## src/rtl/oser_link_ctrl_if.sv

```systemverilog
// Upstream word stream into oser_link_ctrl.
//   s_valid : source has a word on s_data
//   s_ready : controller accepts the word on this cycle's rising edge
//   s_data  : LANES words of 10 bits; lane k occupies bits [10k+9:10k]
// master = upstream source, slave = oser_link_ctrl.
interface oser_link_ctrl_if #(
   parameter int unsigned LANES = 4
);
   logic                  s_valid;
   logic                  s_ready;
   logic [LANES*10-1:0]   s_data;

   modport master (output s_valid, output s_data, input s_ready);
   modport slave  (input s_valid, input s_data, output s_ready);
endinterface

```

## src/rtl/oser_link_ctrl.sv

```systemverilog
// Bring-up sequencer and word scheduler for a bank of 10:1 output serializers.
// Holds the serializers in reset, lets them settle on idle, sends a training
// word, then streams upstream words and fills underflow cycles with idle.
// Ports:
//   clk_par       : word-rate clock, all logic on its rising edge
//   srst          : synchronous active-high reset, highest priority
//   enable        : link enable; low forces OFF
//   restart       : re-runs bring-up from RST_HOLD (ignored in OFF)
//   src           : upstream valid/ready word stream (slave side)
//   ser_rst       : registered serializer reset, active-high
//   ser_d         : registered serializer parallel words, LANES x 10 bits
//   link_up       : registered, high only in RUN
//   underflow_cnt : saturating count of RUN cycles that had no word offered
module oser_link_ctrl #(
   parameter int unsigned LANES      = 4,
   parameter int unsigned RST_CYC    = 8,
   parameter int unsigned SETTLE_CYC = 4,
   parameter int unsigned TRAIN_CYC  = 16,
   parameter logic [9:0]  TRAIN_WORD = 10'h354,
   parameter logic [9:0]  IDLE_WORD  = 10'h0AB
) (
   input  logic                clk_par,
   input  logic                srst,
   input  logic                enable,
   input  logic                restart,
   oser_link_ctrl_if.slave     src,
   output logic                ser_rst,
   output logic [LANES*10-1:0] ser_d,
   output logic                link_up,
   output logic [15:0]         underflow_cnt
);

   localparam int unsigned MAX_A   = (RST_CYC > SETTLE_CYC) ? RST_CYC : SETTLE_CYC;
   localparam int unsigned MAX_CYC = (MAX_A > TRAIN_CYC) ? MAX_A : TRAIN_CYC;
   localparam int unsigned CW      = (MAX_CYC > 1) ? $clog2(MAX_CYC) : 1;

   localparam logic [CW-1:0] RST_LAST    = CW'(RST_CYC - 1);
   localparam logic [CW-1:0] SETTLE_LAST = CW'(SETTLE_CYC - 1);
   localparam logic [CW-1:0] TRAIN_LAST  = CW'(TRAIN_CYC - 1);

   localparam logic [LANES*10-1:0] IDLE_BUS  = {LANES{IDLE_WORD}};
   localparam logic [LANES*10-1:0] TRAIN_BUS = {LANES{TRAIN_WORD}};

   typedef enum logic [2:0] {
      OFF,
      RST_HOLD,
      SETTLE,
      TRAIN,
      RUN
   } state_t;

   state_t              state_q, state_d;
   logic [CW-1:0]       cnt_q, cnt_d;
   logic                ser_rst_d;
   logic                link_up_d;
   logic [LANES*10-1:0] ser_d_d;
   logic [15:0]         ucnt_d;
   logic                ready;
   logic                fire;

   // Ready is gated by enable/restart so a word offered on a cycle that
   // leaves RUN is never taken and then dropped.
   assign ready         = link_up & enable & ~restart;
   assign fire          = ready & src.s_valid;
   assign src.s_ready   = ready;

   always_comb begin
      state_d   = state_q;
      cnt_d     = cnt_q;
      ser_rst_d = 1'b1;
      link_up_d = 1'b0;
      ser_d_d   = '0;
      ucnt_d    = underflow_cnt;

      unique case (state_q)
         OFF:      if (enable)              state_d = RST_HOLD;
         RST_HOLD: if (cnt_q == RST_LAST)    state_d = SETTLE;
         SETTLE:   if (cnt_q == SETTLE_LAST) state_d = TRAIN;
         TRAIN:    if (cnt_q == TRAIN_LAST)  state_d = RUN;
         RUN:      state_d = RUN;
         default:  state_d = OFF;
      endcase

      if (restart && (state_q != OFF)) state_d = RST_HOLD;
      if (!enable)                     state_d = OFF;

      // Counter restarts on every entry, including RST_HOLD re-entry from a
      // held restart; it only runs in the timed states.
      if ((state_d != state_q) || restart)
         cnt_d = '0;
      else if ((state_q == RST_HOLD) || (state_q == SETTLE) || (state_q == TRAIN))
         cnt_d = cnt_q + 1'b1;

      // Outputs are registered from the next state so they track the state
      // one edge after the decision.
      unique case (state_d)
         OFF, RST_HOLD: begin
            ser_rst_d = 1'b1;
            ser_d_d   = '0;
         end
         SETTLE: begin
            ser_rst_d = 1'b0;
            ser_d_d   = IDLE_BUS;
         end
         TRAIN: begin
            ser_rst_d = 1'b0;
            ser_d_d   = TRAIN_BUS;
         end
         RUN: begin
            ser_rst_d = 1'b0;
            link_up_d = 1'b1;
            ser_d_d   = fire ? src.s_data : IDLE_BUS;
         end
         default: begin
            ser_rst_d = 1'b1;
            ser_d_d   = '0;
         end
      endcase

      if (ready && !src.s_valid && (underflow_cnt != 16'hFFFF))
         ucnt_d = underflow_cnt + 16'd1;
   end

   always_ff @(posedge clk_par) begin
      if (srst) begin
         state_q       <= OFF;
         cnt_q         <= '0;
         ser_rst       <= 1'b1;
         ser_d         <= '0;
         link_up       <= 1'b0;
         underflow_cnt <= '0;
      end else begin
         state_q       <= state_d;
         cnt_q         <= cnt_d;
         ser_rst       <= ser_rst_d;
         ser_d         <= ser_d_d;
         link_up       <= link_up_d;
         underflow_cnt <= ucnt_d;
      end
   end

endmodule

```

## src/flat_wrapper.sv

```systemverilog
// flat-port wrapper written by rule: the top's interface ports become plain ports
module oser_link_ctrl_flat 
#(
   parameter int unsigned LANES      = 4,
   parameter int unsigned RST_CYC    = 8,
   parameter int unsigned SETTLE_CYC = 4,
   parameter int unsigned TRAIN_CYC  = 16,
   parameter logic [9:0]  TRAIN_WORD = 10'h354,
   parameter logic [9:0]  IDLE_WORD  = 10'h0AB
)
  (clk_par, srst, enable, restart, ser_rst, ser_d, link_up, underflow_cnt, src_s_valid, src_s_data, src_s_ready);
  oser_link_ctrl_if #(.LANES(LANES)) src_i ();
  input  logic clk_par;
  input  logic srst;
  input  logic enable;
  input  logic restart;
  output logic ser_rst;
  output logic [LANES*10-1:0] ser_d;
  output logic link_up;
  output logic [15:0] underflow_cnt;
  input wire logic [$bits(src_i.s_valid)-1:0] src_s_valid;
  input wire logic [$bits(src_i.s_data)-1:0] src_s_data;
  output wire logic [$bits(src_i.s_ready)-1:0] src_s_ready;
  assign src_i.s_valid = src_s_valid;
  assign src_i.s_data = src_s_data;
  assign src_s_ready = src_i.s_ready;
  oser_link_ctrl #(.LANES(LANES), .RST_CYC(RST_CYC), .SETTLE_CYC(SETTLE_CYC), .TRAIN_CYC(TRAIN_CYC), .TRAIN_WORD(TRAIN_WORD), .IDLE_WORD(IDLE_WORD)) u_core (.clk_par(clk_par), .srst(srst), .enable(enable), .restart(restart), .src(src_i), .ser_rst(ser_rst), .ser_d(ser_d), .link_up(link_up), .underflow_cnt(underflow_cnt));
endmodule
```

## config.mk

```make
export PLATFORM = sky130hd
export DESIGN_NAME = oser_link_ctrl_flat
export DESIGN_NICKNAME = d
export VERILOG_FILES = /design/src/rtl/oser_link_ctrl_if.sv /design/src/rtl/oser_link_ctrl.sv /design/src/flat_wrapper.sv
export SDC_FILE = /design/constraint.sdc
export NUM_CORES = 1
export LEC_CHECK = 0
export BUFFER_PORTS_ARGS = -buffer_cell sky130_fd_sc_hd__buf_4
export CORE_UTILIZATION = 33
export CTS_CLUSTER_SIZE = 12
export DETAILED_ROUTE_END_ITERATION = 7
export PLACE_DENSITY = 0.67
export RECOVER_POWER = 100
export SYNTH_ARGS = -nofsm -noshare
export SYNTH_HDL_FRONTEND = slang
export SYNTH_SLANG_ARGS = --single-unit
```

## constraint.sdc

```tcl
create_clock -name clk_par -period 3.3 [get_ports clk_par]
set_input_delay 0.495 -clock clk_par [delete_from_list [all_inputs] [get_ports clk_par]]
set_output_delay 0.495 -clock clk_par [all_outputs]
set_load 0.01 [all_outputs]
```

==> impl_metrics.env, run 1 <==
export IMPL_cts_tree="built"
export IMPL_postCtsSetupRepairBufs=0
export IMPL_syn_inst=264
export IMPL_crit_required_ps=3580
export IMPL_holdCritPathClass="in2reg"
export IMPL_nets=414
export IMPL_cts_resized=0
export IMPL_critPathLaunchType="register"
export IMPL_synth_top_area_cell="dfxtp_1"
export IMPL_setup_slack_ps=803
export IMPL_synth_area_top_cells="dfxtp_1 53%, nor2_1 6.6%, a21o_1 6.1%"
export IMPL_dr_total_vias=2191
export IMPL_die_area_um2=7760
export IMPL_ys_warnings_count=0
export IMPL_hold_depth=2
export IMPL_io_pins=104
export IMPL_clock_latency_ps=330
export IMPL_ant_nets=0
export IMPL_crit_arrival_ps=2770
export IMPL_grt_pass1_vias=1902
export IMPL_synth_top_family_by_area="simple AND/OR/NAND/NOR gates"
export IMPL_outcome="finished, final reports clean"
export IMPL_initial_core_util=0.339
export IMPL_syn_avg_cell_area_um2=9.27
export IMPL_post_dp_hpwl_um=4020
export IMPL_power_total_mw=1.59
export IMPL_syn_cell_area_um2=2450
export IMPL_coreArea_um2=7210
export IMPL_synth_simple_gate_area_frac=0.184
export IMPL_drc=0
export IMPL_dpl_cell_count=455
export IMPL_synthArstFlopShare=0
export IMPL_final_util=0.457
export IMPL_worst_pin_slew_ps=842
export IMPL_yosys_mux_area_fraction=0.0164
export IMPL_fp_dieW_um=88.1
export IMPL_rows=31
export IMPL_power_leakage_nw=1.51
export IMPL_rsz0062_at_grt="false"
export IMPL_max_slew_margin=0.439
export IMPL_grt_max_degree=24
export IMPL_powerDensity_nw_per_um2=481
export IMPL_synth_enable_flop_cells=0
export IMPL_peakVddDrop_mv=0.235
export IMPL_setup_viol=0
export IMPL_fin_skew_ps=7.73
export IMPL_wire_per_inst_um=12.3
export IMPL_grt_ovfl_total=0
export IMPL_final_setup_tns_ps=0
export IMPL_min_period_ps=2500
export IMPL_path_clk_slew_ps=70
export IMPL_syn2layout_area_growth_pct=34.7
export IMPL_synth_top_area_frac=0.532
export IMPL_ys_seq_area_frac=0.532
export IMPL_cts_hold_buf=0
export IMPL_clock_root_buffer="clkbuf_8"
export IMPL_viasPerCell=4.65
export IMPL_stdcell_area_um2=3300
export IMPL_final_hold_violation_count=0
export IMPL_ys_flop_type="dfxtp_1"
export IMPL_stdcell_count=471
export IMPL_io_buffers=103
export IMPL_cts_buffers=9
export IMPL_path_max_fanout=23
export IMPL_synthXorXnorAreaFrac=0.0501
export IMPL_grt_pass1_wl_um=8740
export IMPL_synth_compound_area_frac=0.168
export IMPL_max_freq_mhz=400
export IMPL_cap_violations=0
export IMPL_synth_fa_ha_area_frac=0.0102
export IMPL_end_kind="register"
export IMPL_slew_violations=0
export IMPL_dpl_cell_area_um2=3310
export IMPL_pre_cts_ws_ps=1200
export IMPL_clockBufferDepth=2
export IMPL_grt_usage=0.147
export IMPL_r2r_cells=8
export IMPL_min_period_over_period=0.757
export IMPL_clkSinkCount=65
export IMPL_drt_total_wl_um=5810
export IMPL_place_gp_congestion=0.758
export IMPL_synth_seq_cells=65
export IMPL_drt_iter0_drc=114
export IMPL_cts_htree_levels=3
export IMPL_diodes=0
export IMPL_syn_num_nets=311
export IMPL_drt_pre_antenna_iters=4
export IMPL_ys_types=42
export IMPL_layout_drive_gt1_share=0.175
export IMPL_whs_ps=351
export IMPL_die_h_um=88.1
export IMPL_worst_setup_path_type="reg2reg"
export IMPL_antenna_found_initial=0
critical path, stage by stage, from the launching register on:
cell and delay [ps]:
dfxtp_1 370, ha_1 230, nand3_1 180, nor3_1 170, o21ai_0 90, clkbuf_1 370
nor2_1 190, clkbuf_1 620, a21o_1 220
cell type report:
cell class | instances | area, um2
Clock inverter | 5 | 78.8
Inverter | 10 | 37.5
Timing Repair Buffer | 107 | 574
Multi-Input combinational cell | 174 | 1040
Sequential cell | 65 | 1300
Clock buffer | 11 | 141
Tap cell | 99 | 124
Fill cell | 804 | 3920
path summary, 6_finish.rpt:
check,to,slack (ps),startpoint
min,u_core.ser_d[29]$_SDFF_PP0_,350,src_s_data[29]
min reg2reg,u_core.underflow_cnt[14]$_SDFFE_PP0P_,500,u_core.underflow_cnt[15]$_SDFFE_PP0P_
max reg2reg,u_core.ser_d[12]$_SDFF_PP0_,800,u_core.cnt_q[0]$_SDFFE_PP0P_
max,u_core.ser_d[12]$_SDFF_PP0_,800,u_core.cnt_q[0]$_SDFFE_PP0P_
metal layers:
layer / wire (um) / GRT usage / vias to the layer above
met4: 98 / 0.0792 / 0
met2: 2560 / 0.230 / 75
met5: 0 / 0 / -
li1: - / - / 1115
met1: 2760 / 0.180 / 993
met3: 400 / 0.0452 / 8
synth_stat cells, types with 2 or more instances:
library cell  number
dfxtp_1           65
nor2_1            43
o21ai_0           22
a21o_1            20
nand2_1           12
clkbuf_1          11
inv_1             10
xor2_1             9
nand3_1            5
nor3_1             5
nor4_1             5
xnor2_1            5
and3_1             4
mux2i_1            4
a211oi_1           3
buf_2              3
nand4_1            3
nor3b_1            3
o211ai_1           3
a21oi_1            2
a31oi_1            2
and2_1             2
ha_1               2
o2111ai_1          2
or3_1              2
state kept, by name, summed over array words and instances (netlist names):
| register | count |
|---|---|
| u_core.cnt_q | 4 |
| u_core.underflow_cnt | 16 |
| u_core.ser_d | 40 |
| u_core.state_q | 3 |
| u_core.ser_rst | 1 |
| u_core.link_up | 1 |
placed cells by master, fill, tap and decap left out, types with 2 or more instances in the layout:
master	Yosys	final
o211ai_1	3	3
a21o_1	20	20
and2_1	2	2
o2111ai_1	2	2
nor3b_1	3	3
bufinv_16	0	2
a31oi_1	2	2
and3_1	4	4
buf_4	0	46
nand2_1	12	12
or3_1	2	2
xnor2_1	5	5
clkinv_2	0	2
clkbuf_1	11	62
dfxtp_1	65	65
mux2i_1	4	4
nor4_1	5	5
nor3_1	5	6
a211oi_1	3	3
ha_1	2	2
a21oi_1	2	2
o21ai_0	22	24
nand4_1	3	3
inv_1	10	10
clkbuf_8	0	10
nand3_1	5	5
xor2_1	9	9
nor2_1	43	43
power by group:
| group | total [mW] | internal, mW | switching [mW] | leakage, nW |
|---|---|---|---|---|
| clock network | 0.745 | 0.445 | 0.299 | 0.113 |
| logic | 0.0550 | 0.0373 | 0.0178 | 0.877 |
| registers | 0.787 | 0.785 | 0.00166 | 0.524 |
cell families (layout without fill, tap and decap cells):
family,Yosys count,in the layout
AND/OR/NAND/NOR,92,92
AO/OA/AOI/OAI,62,62
multiplexers,4,4
flip-flops,65,65
XOR/XNOR,14,14
buffers and inverters,25,133
adder cells (fa/ha/maj),2,2
Note: power is estimated with default switching activity, not from simulation.
==> run 2: changes to the inputs <==
==> constraint.sdc (replaced) <==
create_clock -name clk_par -period 2.5 [get_ports clk_par]
set_input_delay 0.375 -clock clk_par [delete_from_list [all_inputs] [get_ports clk_par]]
set_output_delay 0.375 -clock clk_par [all_outputs]
set_load 0.01 [all_outputs]
==> run 2 against run 1 <==
  * Clock power grew 21%
  * Highest routed layer unchanged
  * Clock-buffer cell count shrank 1
  * Core utilization shrank 0.23 points
  * First-iteration DRC count grew 40%
  * Fmax grew 16%
  * Critical path depth shrank 3
  * Register-to-register slack lost 460 ps
==> impl_metrics.env, run 2 (same netlist as run 1, synthesis figures left out) <==
export IMPL_crit_arrival_ps=2370
export IMPL_path_max_fanout=9
export IMPL_clockPowerShare=0.448
export IMPL_cap_violations=0
export IMPL_max_freq_mhz=465
export IMPL_cp_slowest_cell="or4_1"
export IMPL_grt_ovfl_total=0
export IMPL_crit_chain="nand4_2 -> or4_1 -> o21ai_0 -> mux2i_1 -> nor2_1"
export IMPL_crit_start="u_core.underflow_cnt[2]$_SDFFE_PP0P_"
export IMPL_drt_total_wl_um=5920
export IMPL_cts_resized=0
export IMPL_coreArea_um2=7210
export IMPL_drt_iter0_drc=160
export IMPL_r2r_cells=5
export IMPL_antenna_found_initial=0
export IMPL_seq_power_share=0.516
export IMPL_nets=414
export IMPL_rsz0062_at_grt="false"
export IMPL_min_period_over_period=0.861
export IMPL_fp_dieW_um=88.1
export IMPL_power_leakage_nw=1.51
export IMPL_place_gp_congestion=0.849
export IMPL_worst_pin_slew_ps=1060
export IMPL_dr_total_vias=2237
export IMPL_cts_htree_levels=3
export IMPL_r2r_end="u_core.underflow_cnt[1]$_SDFFE_PP0P_"
export IMPL_wire_per_inst_um=12.6
export IMPL_rrSetupSlack_ps=350
export IMPL_internal_power_mw=1.58
export IMPL_crit_required_ps=2720
export IMPL_rows=31
export IMPL_slew_violations=0
export IMPL_clock_root_buffer="clkbuf_8"
export IMPL_critPathLaunchType="register"
export IMPL_powerDensity_nw_per_um2=613
export IMPL_most_common_layout_cells="65 x dfxtp_1, 60 x clkbuf_1, 46 x buf_4"
export IMPL_fillerInstances=798
export IMPL_gr_max_usage_layer="met2"
export IMPL_gr_usage_met2=0.233
export IMPL_reg_largest_list="u_core.ser_d (40), u_core.underflow_cnt (16), u_core.cnt_q (4)"
export IMPL_clock_latency_ps=330
export IMPL_post_dp_hpwl_um=4210
export IMPL_combPwrFrac=0.036
export IMPL_min_period_ps=2150
export IMPL_clockBufferDepth=2
export IMPL_diodes=0
export IMPL_die_h_um=88.1
export IMPL_syn2layout_area_growth_pct=34.0
export IMPL_max_slew_margin=0.278
export IMPL_p_sw_mw=0.435
export IMPL_io_buffers=103
export IMPL_grt_usage=0.153
export IMPL_slowest_delay_ps=720
export IMPL_peakVddDrop_mv=0.317
export IMPL_largest_register_ffs=40
export IMPL_drt_pre_antenna_iters=4
export IMPL_cts_tree="built"
export IMPL_drc=0
export IMPL_clkSinkCount=65
export IMPL_grt_pass1_vias=1961
export IMPL_final_setup_tns_ps=0
export IMPL_grt_util_met1=0.195
export IMPL_ant_nets=0
export IMPL_io_pins=104
export IMPL_setup_viol=0
export IMPL_fin_skew_ps=9.66
export IMPL_path_clk_slew_ps=80
export IMPL_holdCritPathClass="in2reg"
export IMPL_cts_hold_buf=0
export IMPL_layout_drive_gt1_share=0.180
export IMPL_outcome="finished, final reports clean"
export IMPL_regMostFlops="u_core.ser_d"
export IMPL_p_sw_frac=0.216
export IMPL_layout_commonest_cell="dfxtp_1"
export IMPL_end_kind="register"
export IMPL_die_area_um2=7760
export IMPL_final_hold_violation_count=0
export IMPL_initial_core_util=0.339
export IMPL_postCtsSetupRepairBufs=0
export IMPL_grt_util_met3=0.0415
export IMPL_whs_ps=225
export IMPL_grt_pass1_wl_um=9180
export IMPL_viasPerCell=4.75
export IMPL_endpoint="u_core.underflow_cnt[1]$_SDFFE_PP0P_"
export IMPL_grt_max_degree=23
export IMPL_worst_setup_path_type="reg2reg"
export IMPL_timing_rr_start="u_core.underflow_cnt[2]$_SDFFE_PP0P_"
export IMPL_cts_buffers=9
==> run 2: critical path: cells and delay by family (launching register included) <==
family / cells / cell delay, ps
AND/OR/NAND/NOR: 3 / 960
flip-flops: 1 / 460
AO/OA/AOI/OAI: 1 / 380
multiplexers: 1 / 230
==> run 2: final cells by class <==
type                       instances  area (um2)  area share
tap                               99         124      0.0378
clock inverter                     6        66.3      0.0202
clock buffer                      10         138      0.0420
inverter                          10        37.5      0.0114
timing repair buffer             107         576       0.175
sequential                        65        1300       0.397
multi-input combinational        174        1040       0.317
==> run 2: per-stage QoR <==
stage          std cells  worst slack, ps  cell area, um2  total power, mW  utilization
2_1_floorplan        264              647            2450             1.08            -
5_1_grt              471              179            3280             2.08        0.455
3_5_place_dp         455              473            3310             1.14        0.459
3_3_place_gp         455              474            3310             1.14        0.459
6_report             471              347            3280             2.01        0.455
4_1_cts              471              466            3520             2.05        0.488
==> run 2: power by group through the flow <==
stage / Combinational (mW) / Sequential [mW] / Clock [mW]
after floorplan: 0.0170 / 1.06 / 0
after global placement: 0.0735 / 1.06 / 0
after detailed placement: 0.0737 / 1.06 / 0
after CTS: 0.0740 / 1.04 / 0.934
after global routing: 0.0788 / 1.04 / 0.968
final: 0.0727 / 1.04 / 0.900
==> run 2: how the worst min path moves through the flow <==
stage / start / to / slack (ps) / depth (start not counted)
after floorplan: src_s_data[12] / u_core.ser_d[12]$_SDFF_PP0_ / 490 / 1
after global placement: u_core.underflow_cnt[15]$_SDFFE_PP0P_ / u_core.underflow_cnt[14]$_SDFFE_PP0P_ / 480 / 2
after detailed placement: u_core.underflow_cnt[15]$_SDFFE_PP0P_ / u_core.underflow_cnt[14]$_SDFFE_PP0P_ / 490 / 2
after CTS: src_s_data[38] / u_core.ser_d[38]$_SDFF_PP0_ / 210 / 2
after global routing: src_s_data[38] / u_core.ser_d[38]$_SDFF_PP0_ / 210 / 2
final: src_s_data[29] / u_core.ser_d[29]$_SDFF_PP0_ / 220 / 2
==> run 2: metal layers <==
metal | wire length (um) | part of all wire
met5 | 0 | 0
met4 | 114 | 0.019
met3 | 399 | 0.067
met1 | 2710 | 0.46
met2 | 2690 | 0.45
